==> src/rtl/pipelined_cla_addsub.sv <==
// Pipelined carry-lookahead adder/subtractor: one GROUP-bit lookahead slice per stage, valid/ready with global stall.
// Optional build macro CLA_SATURATE_EN clamps overflowing results to the signed limit in the final stage.

module pipelined_cla_addsub_slice #(
   parameter int GROUP = 4
) (
   input  logic [GROUP-1:0] i_a,
   input  logic [GROUP-1:0] i_b,
   input  logic             i_ci,
   output logic [GROUP-1:0] o_s,
   output logic             o_pg,
   output logic             o_gg
);
   logic [GROUP-1:0] w_p;
   logic [GROUP-1:0] w_g;
   logic [GROUP-1:0] w_c;
   logic             w_ct;
   logic             w_cpr;
   logic             w_gt;
   logic             w_gpr;

   assign w_p = i_a ^ i_b;
   assign w_g = i_a & i_b;

   // Each internal carry is a flat sum of products over g/p/ci, not a ripple chain.
   always_comb begin
      w_c    = '0;
      w_ct   = 1'b0;
      w_cpr  = 1'b0;
      w_c[0] = i_ci;
      for (int j = 1; j < GROUP; j++) begin
         w_ct = i_ci;
         for (int i = 0; i < j; i++) w_ct = w_ct & w_p[i];
         for (int i = 0; i < j; i++) begin
            w_cpr = w_g[i];
            for (int m = i + 1; m < j; m++) w_cpr = w_cpr & w_p[m];
            w_ct = w_ct | w_cpr;
         end
         w_c[j] = w_ct;
      end
   end

   always_comb begin
      w_gt  = 1'b0;
      w_gpr = 1'b0;
      for (int i = 0; i < GROUP; i++) begin
         w_gpr = w_g[i];
         for (int m = i + 1; m < GROUP; m++) w_gpr = w_gpr & w_p[m];
         w_gt = w_gt | w_gpr;
      end
   end

   assign o_s  = w_p ^ w_c;
   assign o_pg = &w_p;
   assign o_gg = w_gt;
endmodule

module pipelined_cla_addsub #(
   parameter int WIDTH = 16,
   parameter int GROUP = 4
) (
   input  logic             clk_i,
   input  logic             rst_i,
   input  logic             valid_i,
   output logic             ready_o,
   input  logic [WIDTH-1:0] a_i,
   input  logic [WIDTH-1:0] b_i,
   input  logic             ci_i,
   input  logic             sub_i,
   output logic             valid_o,
   input  logic             ready_i,
   output logic [WIDTH-1:0] sum_o,
   output logic             co_o,
   output logic             ovf_o,
   output logic             zero_o
);
   localparam int S = WIDTH / GROUP;

   // B operand storage is triangular: stage k keeps only bits [WIDTH-1:k*GROUP], packed back to back.
   function automatic int boff(input int k);
      return k * WIDTH - (GROUP * k * (k - 1)) / 2;
   endfunction

   localparam int BT = boff(S);

   logic [S:0]                  r_vld_pipe;
   logic [S-1:0][WIDTH-1:0]     r_as;        // low k*GROUP bits: finished sums, upper bits: operand A
   logic [BT-1:0]               r_bt;
   logic [S-1:0]                r_c;
   logic [WIDTH-1:0]            r_sum;
   logic                        r_co;
   logic                        r_ovf;
   logic                        r_zero;

   logic                        w_adv;
   logic [S-1:0][GROUP-1:0]     w_sl_a;
   logic [S-1:0][GROUP-1:0]     w_sl_b;
   logic [S-1:0][GROUP-1:0]     w_sl_s;
   logic [S-1:0]                w_pg;
   logic [S-1:0]                w_gg;
   logic [S-1:0]                w_co;
   logic [WIDTH-1:0]            w_sum_raw;
   logic [WIDTH-1:0]            w_sum;
   logic                        w_a_msb;
   logic                        w_b_msb;
   logic                        w_ovf;

   assign w_adv   = ~r_vld_pipe[S] | ready_i;
   assign ready_o = w_adv;
   assign valid_o = r_vld_pipe[S];
   assign sum_o   = r_sum;
   assign co_o    = r_co;
   assign ovf_o   = r_ovf;
   assign zero_o  = r_zero;

   for (genvar k = 0; k < S; k++) begin : g_slice
      assign w_sl_a[k] = r_as[k][k*GROUP +: GROUP];
      assign w_sl_b[k] = r_bt[boff(k) +: GROUP];

      pipelined_cla_addsub_slice #(.GROUP(GROUP)) u_slice (
         .i_a  (w_sl_a[k]),
         .i_b  (w_sl_b[k]),
         .i_ci (r_c[k]),
         .o_s  (w_sl_s[k]),
         .o_pg (w_pg[k]),
         .o_gg (w_gg[k])
      );

      assign w_co[k] = w_gg[k] | (w_pg[k] & r_c[k]);
   end

   if (S == 1) begin : g_sum_one
      assign w_sum_raw = w_sl_s[0];
   end else begin : g_sum_many
      assign w_sum_raw = {w_sl_s[S-1], r_as[S-1][WIDTH-GROUP-1:0]};
   end

   // Carry into the MSB is recovered from the MSB's own sum/operand bits.
   assign w_a_msb = r_as[S-1][WIDTH-1];
   assign w_b_msb = r_bt[BT-1];
   assign w_ovf   = w_co[S-1] ^ (w_sum_raw[WIDTH-1] ^ w_a_msb ^ w_b_msb);

`ifdef CLA_SATURATE_EN
   assign w_sum = ~w_ovf   ? w_sum_raw :
                  w_a_msb  ? {1'b1, {(WIDTH-1){1'b0}}} :
                             {1'b0, {(WIDTH-1){1'b1}}};
`else
   assign w_sum = w_sum_raw;
`endif

   always_ff @(posedge clk_i) begin
      if (rst_i) begin
         r_vld_pipe <= '0;
         r_as       <= '0;
         r_bt       <= '0;
         r_c        <= '0;
         r_sum      <= '0;
         r_co       <= 1'b0;
         r_ovf      <= 1'b0;
         r_zero     <= 1'b0;
      end else if (w_adv) begin
         r_vld_pipe <= {r_vld_pipe[S-1:0], valid_i};
         if (valid_i) begin
            r_as[0]         <= a_i;
            r_bt[WIDTH-1:0] <= sub_i ? ~b_i : b_i;
            r_c[0]          <= sub_i | ci_i;
         end
         for (int k = 1; k < S; k++) begin
            r_c[k] <= w_co[k-1];
            for (int i = 0; i < WIDTH; i++)
               r_as[k][i] <= ((i / GROUP) == (k - 1)) ? w_sl_s[k-1][i % GROUP] : r_as[k-1][i];
            for (int i = 0; i < WIDTH - k * GROUP; i++)
               r_bt[boff(k) + i] <= r_bt[boff(k-1) + GROUP + i];
         end
         if (r_vld_pipe[S-1]) begin
            r_sum  <= w_sum;
            r_co   <= w_co[S-1];
            r_ovf  <= w_ovf;
            r_zero <= ~|w_sum;
         end
      end
   end
endmodule

==> config.mk <==
export PLATFORM = sky130hd
export DESIGN_NAME = pipelined_cla_addsub
export DESIGN_NICKNAME = d
export VERILOG_FILES = /design/src/rtl/pipelined_cla_addsub.sv
export SDC_FILE = /design/constraint.sdc
export NUM_CORES = 1
export LEC_CHECK = 0
export ABC_CLOCK_PERIOD_IN_PS = 2100
export CAP_MARGIN = 20
export CORE_MARGIN = 2
export CORE_UTILIZATION = 40
export CTS_CLUSTER_SIZE = 25
export DETAILED_ROUTE_END_ITERATION = 10
export HOLD_SLACK_MARGIN = 0.08
export PLACE_DENSITY = 0.64
export SYNTH_ARGS = -nofsm -noshare
export SYNTH_HDL_FRONTEND = slang
export SYNTH_HIERARCHICAL = 1
export SYNTH_SLANG_ARGS = --single-unit
==> constraint.sdc <==
create_clock -name clk_i -period 2.1 [get_ports clk_i]
set_input_delay 0.21 -clock clk_i [delete_from_list [all_inputs] [get_ports clk_i]]
set_output_delay 0.21 -clock clk_i [all_outputs]
set_load 0.05 [all_outputs]
==> impl_table.tex, run 1 <==
\begin{tabular}{lr}
\hline
Metric & Value \\
\hline
\multicolumn{2}{l}{\textbf{Run status}} \\
\quad Outcome & finished clean \\
\multicolumn{2}{l}{\textbf{Critical path}} \\
\quad Reg2reg start & r\_bt[36] \\
\quad Most common cell type on the critical path & nand2\_1 \\
\quad Slack of the worst reg-to-reg path & 0.20 ns \\
\quad Crit-path slowest cell & dfxtp\_2 \\
\quad Number of cell instances on the worst register-to-register path & 10 \\
\quad Critical Path RT & 2.44 ns \\
\quad Reg-to-reg critical path endpoint & ovf\_o \\
\quad Endpoint kind of the worst setup timing path & register \\
\quad Type of the worst setup path & register to register \\
\quad Kind of start point of the critical path & register \\
\quad Arrival time at the worst endpoint & 2.24 ns \\
\quad Cell breakdown of the critical path & ha\_4, ha\_2, o211ai\_1, nand2\_1, xor2\_2, buf\_4, xnor3\_1, xor2\_1, nand2\_1, a21oi\_1 \\
\quad Critical Path Max Stage Delay & 0.33 ns \\
\quad Maximum fanout along the worst path & 2 \\
\multicolumn{2}{l}{\textbf{Detailed routing}} \\
\quad Remaining antenna violation count & 0 \\
\quad Routed wire length & 11600 µm \\
\quad Number of vias per cell after detailed routing & 4.86 \\
\quad Post-route DRC & 0 \\
\quad DR vias & 4442 \\
\quad Number of design-rule violations left by the first detailed-router iteration & 266 \\
\quad Routed len/inst & 12.7 µm \\
\quad Router iterations before antenna repair & 4 \\
\multicolumn{2}{l}{\textbf{Finish}} \\
\quad Number of antenna diodes & 0 \\
\quad Ratio of cells with drive above 1 in the final layout & 9.49\% \\
\quad Area overhead of the layout relative to synthesis & 25.7\% \\
\quad Multi-input gate area & 2630 µm² \\
\quad Filler Cell Count & 1311 \\
\quad Sequential Area & 2650 µm² \\
\quad Number of nets in the layout & 787 \\
\quad Summed area of non-filler cells in the final layout & 6930 µm² \\
\multicolumn{2}{l}{\textbf{Clocking}} \\
\quad Clock transition at the registers of the reported paths & 0.05 ns \\
\quad Number of H-tree branching levels & 4 \\
\quad CTS root buf & clkbuf\_16 \\
\quad \# clock sinks & 132 \\
\quad Clock tree from TritonCTS & yes \\
\quad Clk buf depth & 2 \\
\quad Clock latency of the later-clocked register in the worst-skew pair & 0.41 ns \\
\quad Cts bufs inserted & 17 \\
\multicolumn{2}{l}{\textbf{Yosys}} \\
\quad Netlist cell types & 27 \\
\quad Largest cells by area after synthesis & dfxtp\_1, nand2\_1, a21oi\_1 \\
\quad Cell count after synthesis & 679 \\
\quad Total nets after synthesis & 741 \\
\quad Library cell occupying the most area in the post-synthesis netlist & dfxtp\_1 \\
\quad Number of synthesized register bits & 132 \\
\quad Post-Synthesis Mean Instance Area & 8.12 µm² \\
\quad Fraction of post-synthesis cell area in the top cell type by area & 47.9\% \\
\quad Synth warn & 6 \\
\quad Syn Std Cell Area & 5510 µm² \\
\quad Sequential element share of the synthesized area & 47.9\% \\
\multicolumn{2}{l}{\textbf{Place}} \\
\quad Post-place instance area & 6240 µm² \\
\quad GPL Wtd Cong & 0.779 \\
\quad Post-DP HPWL & 7840 µm \\
\quad Total of buffers placed on input and output ports & 58 \\
\multicolumn{2}{l}{\textbf{Run}} \\
\quad Number of max-cap violations & 0 \\
\multicolumn{2}{l}{\textbf{STA}} \\
\quad Number of pins with negative max-slew slack in the final report & 0 \\
\quad Final setup skew & 0.00528 ns \\
\quad Number of endpoints with negative hold slack in the final report & 0 \\
\quad Slew HR & 66.0\% \\
\quad Shortest clock period the worst path allows after layout & 1.90 ns \\
\quad Achievable frequency & 527 MHz \\
\quad Transition time of the tightest slew-check pin & 0.509 ns \\
\quad Final cycle utilization of the critical path & 90.4\% \\
\quad Worst hold margin & 0.218 ns \\
\quad Unrepaired setup endpoints after global routing & false \\
\quad Final number of setup-violating endpoints & 0 \\
\multicolumn{2}{l}{\textbf{Global routing}} \\
\quad Vias in the first global route & 4366 \\
\quad Antenna violations before repair & 0 \\
\quad First-pass GRT wire length & 20000 µm \\
\quad Largest net degree at the start of global routing & 81 \\
\quad Overall Global Routing Usage & 17.0\% \\
\quad Overflow left after global routing & 0 \\
\multicolumn{2}{l}{\textbf{Power}} \\
\quad VDD IR max & 0.526 mV \\
\quad Cell area power density & 899 nW/µm² \\
\quad Total Power & 6230 µW \\
\quad Static power due to leakage & 0.00257 µW \\
\multicolumn{2}{l}{\textbf{Floorplanning}} \\
\quad Number of top-level design ports & 59 \\
\quad Die ar. & 14700 µm² \\
\quad Starting density of the core & 41.3\% \\
\quad Row Count & 42 \\
\quad Core region area & 13300 µm² \\
\quad Width of the die & 121 µm \\
\quad Die Ht & 121 µm \\
\multicolumn{2}{l}{\textbf{Hold path}} \\
\quad Cell count of the worst hold path & 2 \\
\quad Destination of the worst hold path & r\_as[17] \\
\quad Tightest Hold Check Type & input port to register \\
\quad HP Start & rst\_i \\
\hline
\end{tabular}
-- sequential cells by signal (all words and copies together) (netlist names) --
name / flops
ovf_o: 1
co_o: 1
zero_o: 1
r_bt: 40
r_c: 4
sum_o: 16
r_as: 64
r_vld_pipe: 5
-- cell usage after synthesis --
library cell	n
clkbuf_1	23
buf_4	2
and2_1	2
and4_1	1
inv_2	1
nor2_1	30
nand2_2	2
a211oi_2	10
xnor2_1	24
buf_6	4
ha_1	20
nor3_1	5
o21ai_0	4
inv_1	16
xnor3_1	1
nor2b_2	1
xor2_1	5
nand2_1	230
o211ai_1	4
buf_2	16
fa_1	4
a21oi_1	123
o21a_1	4
dfxtp_1	132
nor4_1	4
and4_2	1
a211oi_1	10
-- layout by cell type, fill, tap and decap left out, types with 4 or more instances in the layout --
master,count
clkdlybuf4s50_1,56
clkbuf_16,17
a211oi_2,10
inv_1,16
nor2_1,30
buf_4,11
fa_1,4
dfxtp_1,130
nand2_1,230
ha_1,18
clkbuf_8,6
nor3_1,5
a211oi_1,10
o211ai_1,4
buf_12,5
a21oi_1,122
xor2_1,4
xnor2_1,24
o21a_1,4
o21ai_0,4
-- cells by family after synthesis --
group,share of synthesized area (%)
AO/OA/AOI/OAI,16.2
XOR/XNOR,5.01
adder cells (fa/ha/maj),5.99
buffers and inverters,5.26
flip-flops,47.9
AND/OR/NAND/NOR,19.6
-- metal layers --
metal	track usage [%]	share of wire (%)
met5	0	0
met4	6.68	1.2
met3	4.18	4.1
met2	27.7	47
met1	21.6	47
-- critical path, delay by kind of cell, from the launching register on --
family / cells / cell delay [ns]
compound gates: 2 / 0.29
xor+xnor: 3 / 0.51
fa+ha+maj: 2 / 0.40
buf+inv: 1 / 0.13
flops: 1 / 0.33
simple gates: 2 / 0.17
-- through the flow --
| stage | setup TNS, ns | worst slack (ns) | cells | util [%] |
|---|---|---|---|---|
| global placement | 0 | 0.0438 | 880 | 46.8 |
| CTS | 0 | 0.0142 | 912 | 51.5 |
| detailed placement | -0.0104 | -0.0104 | 880 | 46.8 |
| global route | 0 | 0.106 | 914 | 51.9 |
| finish | 0 | 0.201 | 914 | 51.9 |
| floorplan | 0 | 0.0629 | 679 | - |
-- where the power goes --
part           total (µW)  internal (µW)  switching (µW)  leakage [µW]
Combinational         462            219             243       0.00118
Sequential           2680           2620            67.5       0.00108
Clock                3090           2050            1040      0.000308
-- how the worst max path moves through the flow --
stage,startpoint,end,depth (start not counted)
after global routing,r_bt[36],zero_o,10
after detailed placement,r_as[60],ovf_o,9
after global placement,r_as[60],ovf_o,9
after CTS,r_as[60],zero_o,10
after floorplan,r_as[60],ovf_o,9
final,r_bt[36],ovf_o,10
-- what timing repair did --
action	CTS	global route
buffers inserted	0	2
pin swaps	1	6
setup endpoints to repair	1	1
gates resized for setup	0	8
hold buffers	0	0
-- cell type report --
type,instances,area share (%)
flip-flops and latches,132,38.2
multi-input cells,485,37.9
repair buffers,72,10.7
clock buffers,24,7.38
well taps,176,3.18
clock inverters,8,1.73
inverters,17,0.920
Power figures use the tool's default switching activity.
==> inputs of run 2 (changes only) <==
--- a/config.mk
+++ b/config.mk
@@ -7,3 +7,3 @@
 export LEC_CHECK = 0
-export ABC_CLOCK_PERIOD_IN_PS = 2100
+export ABC_CLOCK_PERIOD_IN_PS = 1900
 export CAP_MARGIN = 20
@@ -14,3 +14,3 @@
 export HOLD_SLACK_MARGIN = 0.08
-export PLACE_DENSITY = 0.64
+export PLACE_DENSITY = 0.62
 export SYNTH_ARGS = -nofsm -noshare
==> constraint.sdc (replaced) <==
create_clock -name clk_i -period 1.9 [get_ports clk_i]
set_input_delay 0.19 -clock clk_i [delete_from_list [all_inputs] [get_ports clk_i]]
set_output_delay 0.19 -clock clk_i [all_outputs]
set_load 0.02 [all_outputs]
==> impl_table.tex, run 2 (synthesis results as in run 1) <==
\begin{tabular}{lr}
\hline
Metric & Value \\
\hline
\multicolumn{2}{l}{\textbf{STA}} \\
\quad Final number of setup-violating endpoints & 1 \\
\quad Sum Neg Setup Slack & -0.0112 ns \\
\quad Slew HR & 71.7\% \\
\quad Shortest clock period the worst path allows after layout & 1.91 ns \\
\quad Post-route setup slack & -0.0112 ns \\
\quad Unrepaired setup endpoints after global routing & true \\
\quad Transition time of the tightest slew-check pin & 0.425 ns \\
\quad Final setup skew & 0.00462 ns \\
\quad Worst hold margin & 0.203 ns \\
\quad Achievable frequency & 523 MHz \\
\quad Final cycle utilization of the critical path & 101\% \\
\quad Number of endpoints with negative hold slack in the final report & 0 \\
\quad Number of pins with negative max-slew slack in the final report & 0 \\
\multicolumn{2}{l}{\textbf{Critical path}} \\
\quad Number of cell instances on the worst register-to-register path & 10 \\
\quad Arrival time at the worst endpoint & 2.25 ns \\
\quad Most common cell type on the critical path & ha\_4 \\
\quad Critical Path RT & 2.24 ns \\
\quad Type of the worst setup path & register to register \\
\quad Crit-path slowest cell & dfxtp\_2 \\
\quad Slack of the worst reg-to-reg path & -0.01 ns \\
\quad Reg-to-reg critical path endpoint & zero\_o \\
\quad Critical Path Max Stage Delay & 0.33 ns \\
\quad Kind of start point of the critical path & register \\
\quad Maximum fanout along the worst path & 2 \\
\quad Cell breakdown of the critical path & ha\_4, ha\_4, buf\_4, o21a\_1, nor2\_2, xnor2\_2, nor4\_2, and4\_1, nand2\_1, a21oi\_1 \\
\quad Endpoint kind of the worst setup timing path & register \\
\quad Reg2reg start & r\_bt[36] \\
\multicolumn{2}{l}{\textbf{Detailed routing}} \\
\quad Number of vias per cell after detailed routing & 4.82 \\
\quad Routed wire length & 11300 µm \\
\quad Remaining antenna violation count & 0 \\
\quad Router iterations before antenna repair & 4 \\
\quad Routed len/inst & 12.4 µm \\
\quad Post-route DRC & 0 \\
\quad Number of design-rule violations left by the first detailed-router iteration & 275 \\
\quad DR vias & 4417 \\
\multicolumn{2}{l}{\textbf{Hold path}} \\
\quad Tightest Hold Check Type & input port to register \\
\quad Cell count of the worst hold path & 2 \\
\quad HP Start & rst\_i \\
\quad Destination of the worst hold path & r\_as[14] \\
\multicolumn{2}{l}{\textbf{Run}} \\
\quad Number of max-cap violations & 0 \\
\multicolumn{2}{l}{\textbf{Place}} \\
\quad GPL Wtd Cong & 0.840 \\
\quad Worst-case setup slack after placement & -0.150 ns \\
\quad Placed insts & 883 \\
\quad Post-DP HPWL & 7690 µm \\
\quad Total of buffers placed on input and output ports & 58 \\
\multicolumn{2}{l}{\textbf{Finish}} \\
\quad Flip-flop count of the largest register after layout & 64 \\
\quad Count of non-filler cells in the finished layout & 916 \\
\quad Register with the highest flop count & r\_as \\
\quad Number of antenna diodes & 0 \\
\quad Most common cell after layout, fill and taps aside & nand2\_1 \\
\quad Most used cells in the layout excluding fill and tap cells & nand2\_1, dfxtp\_1, a21oi\_1 \\
\quad Ratio of cells with drive above 1 in the final layout & 8.78\% \\
\quad Number of nets in the layout & 789 \\
\quad Area overhead of the layout relative to synthesis & 24.6\% \\
\multicolumn{2}{l}{\textbf{Floorplanning}} \\
\quad Row Count & 42 \\
\quad Die Ht & 121 µm \\
\quad Starting density of the core & 41.3\% \\
\quad Core region area & 13300 µm² \\
\quad Width of the die & 121 µm \\
\quad Number of top-level design ports & 59 \\
\quad Die ar. & 14700 µm² \\
\multicolumn{2}{l}{\textbf{Clocking}} \\
\quad Number of H-tree branching levels & 4 \\
\quad Cts bufs inserted & 17 \\
\quad Cts-stage hold buffer count & 0 \\
\quad Clock tree from TritonCTS & yes \\
\quad Clock transition at the registers of the reported paths & 0.05 ns \\
\quad Clock latency of the later-clocked register in the worst-skew pair & 0.41 ns \\
\quad Clk buf depth & 2 \\
\quad CTS root buf & clkbuf\_16 \\
\quad \# clock sinks & 132 \\
\multicolumn{2}{l}{\textbf{Power}} \\
\quad Static power due to leakage & 0.00253 µW \\
\quad Cell area power density & 921 nW/µm² \\
\quad VDD IR max & 0.576 mV \\
\quad Total Power & 6330 µW \\
\multicolumn{2}{l}{\textbf{Global routing}} \\
\quad Largest net degree at the start of global routing & 81 \\
\quad Antenna violations before repair & 0 \\
\quad Vias in the first global route & 4265 \\
\quad First-pass GRT wire length & 19400 µm \\
\quad Overall Global Routing Usage & 16.5\% \\
\quad Overflow left after global routing & 0 \\
\multicolumn{2}{l}{\textbf{Run status}} \\
\quad Failing checks & negative setup slack \\
\quad Outcome & finished with violations \\
\hline
\end{tabular}
-- run 2: cell types whose count changed in the layout (fill, tap and decap cells not counted), moves of 2 or more --
cell | previous run | this run
bufinv_16 | 3 | 0
clkbuf_1 | 1 | 8
buf_12 | 5 | 7
clkbuf_8 | 6 | 3
-- run 2: worst max-delay path: cells and delay by family (launching register included) --
| kind | cells | cell delay [ns] |
|---|---|---|
| and+or+nand+nor | 4 | 0.58 |
| AOI/OAI and AO/OA | 2 | 0.31 |
| adders and majority gates | 2 | 0.40 |
| DFF | 1 | 0.33 |
| xor gates and xnor gates | 1 | 0.09 |
| buffers and inverters | 1 | 0.12 |
-- run 2: worst max-delay path by stage --
stage,start,to,cells after the start
final,r_bt[36],zero_o,10
after global routing,r_bt[36],zero_o,10
after CTS,r_bt[36],ovf_o,9
after detailed placement,r_as[60],ovf_o,9
after global placement,r_as[60],ovf_o,9
after floorplan,r_as[60],ovf_o,9
-- run 2: stage by stage --
step                      cell area (µm²)  utilization, %
after global placement               6290            47.1
after floorplan                      5510               -
after detailed placement             6290            47.1
after CTS                            6850            51.3
final                                6870            51.5
after global routing                 6870            51.5
-- run 2: area by class of cell --
class	instances	area, µm²
Fill cell	1330	6480
Sequential cell	132	2650
Multi-Input combinational cell	485	2640
Timing Repair Buffer	74	785
Clock buffer	28	497
Tap cell	176	220
Inverter	17	63.8
Clock inverter	4	22.5
-- run 2: layer usage --
layer  part of all wire [%]  vias to the layer above  global-route usage, %  wire [µm]
met3                    4.8                       16                   5.08        544
met5                      0                        -                      0          0
li1                       -                     2323                      -          -
met2                     45                       90                   26.0       5120
met4                    1.8                        0                   7.11        208
met1                     48                     1988                   20.8       5440
-- run 2: where the power goes --
| part | leakage (µW) | total (µW) | internal, µW | switching [µW] |
|---|---|---|---|---|
| logic | 0.00120 | 507 | 248 | 259 |
| clock network | 0.000252 | 2850 | 1760 | 1090 |
| registers | 0.00108 | 2970 | 2890 | 73.9 |
| total | 0.00253 | 6330 | 4900 | 1420 |
-- run 2: repair_timing --
action / 4_1_cts / 5_1_grt
setup endpoints to repair: 3 / 2
resized for setup: 7 / 3
pin swaps: 7 / 3
buffers inserted: 1 / 0
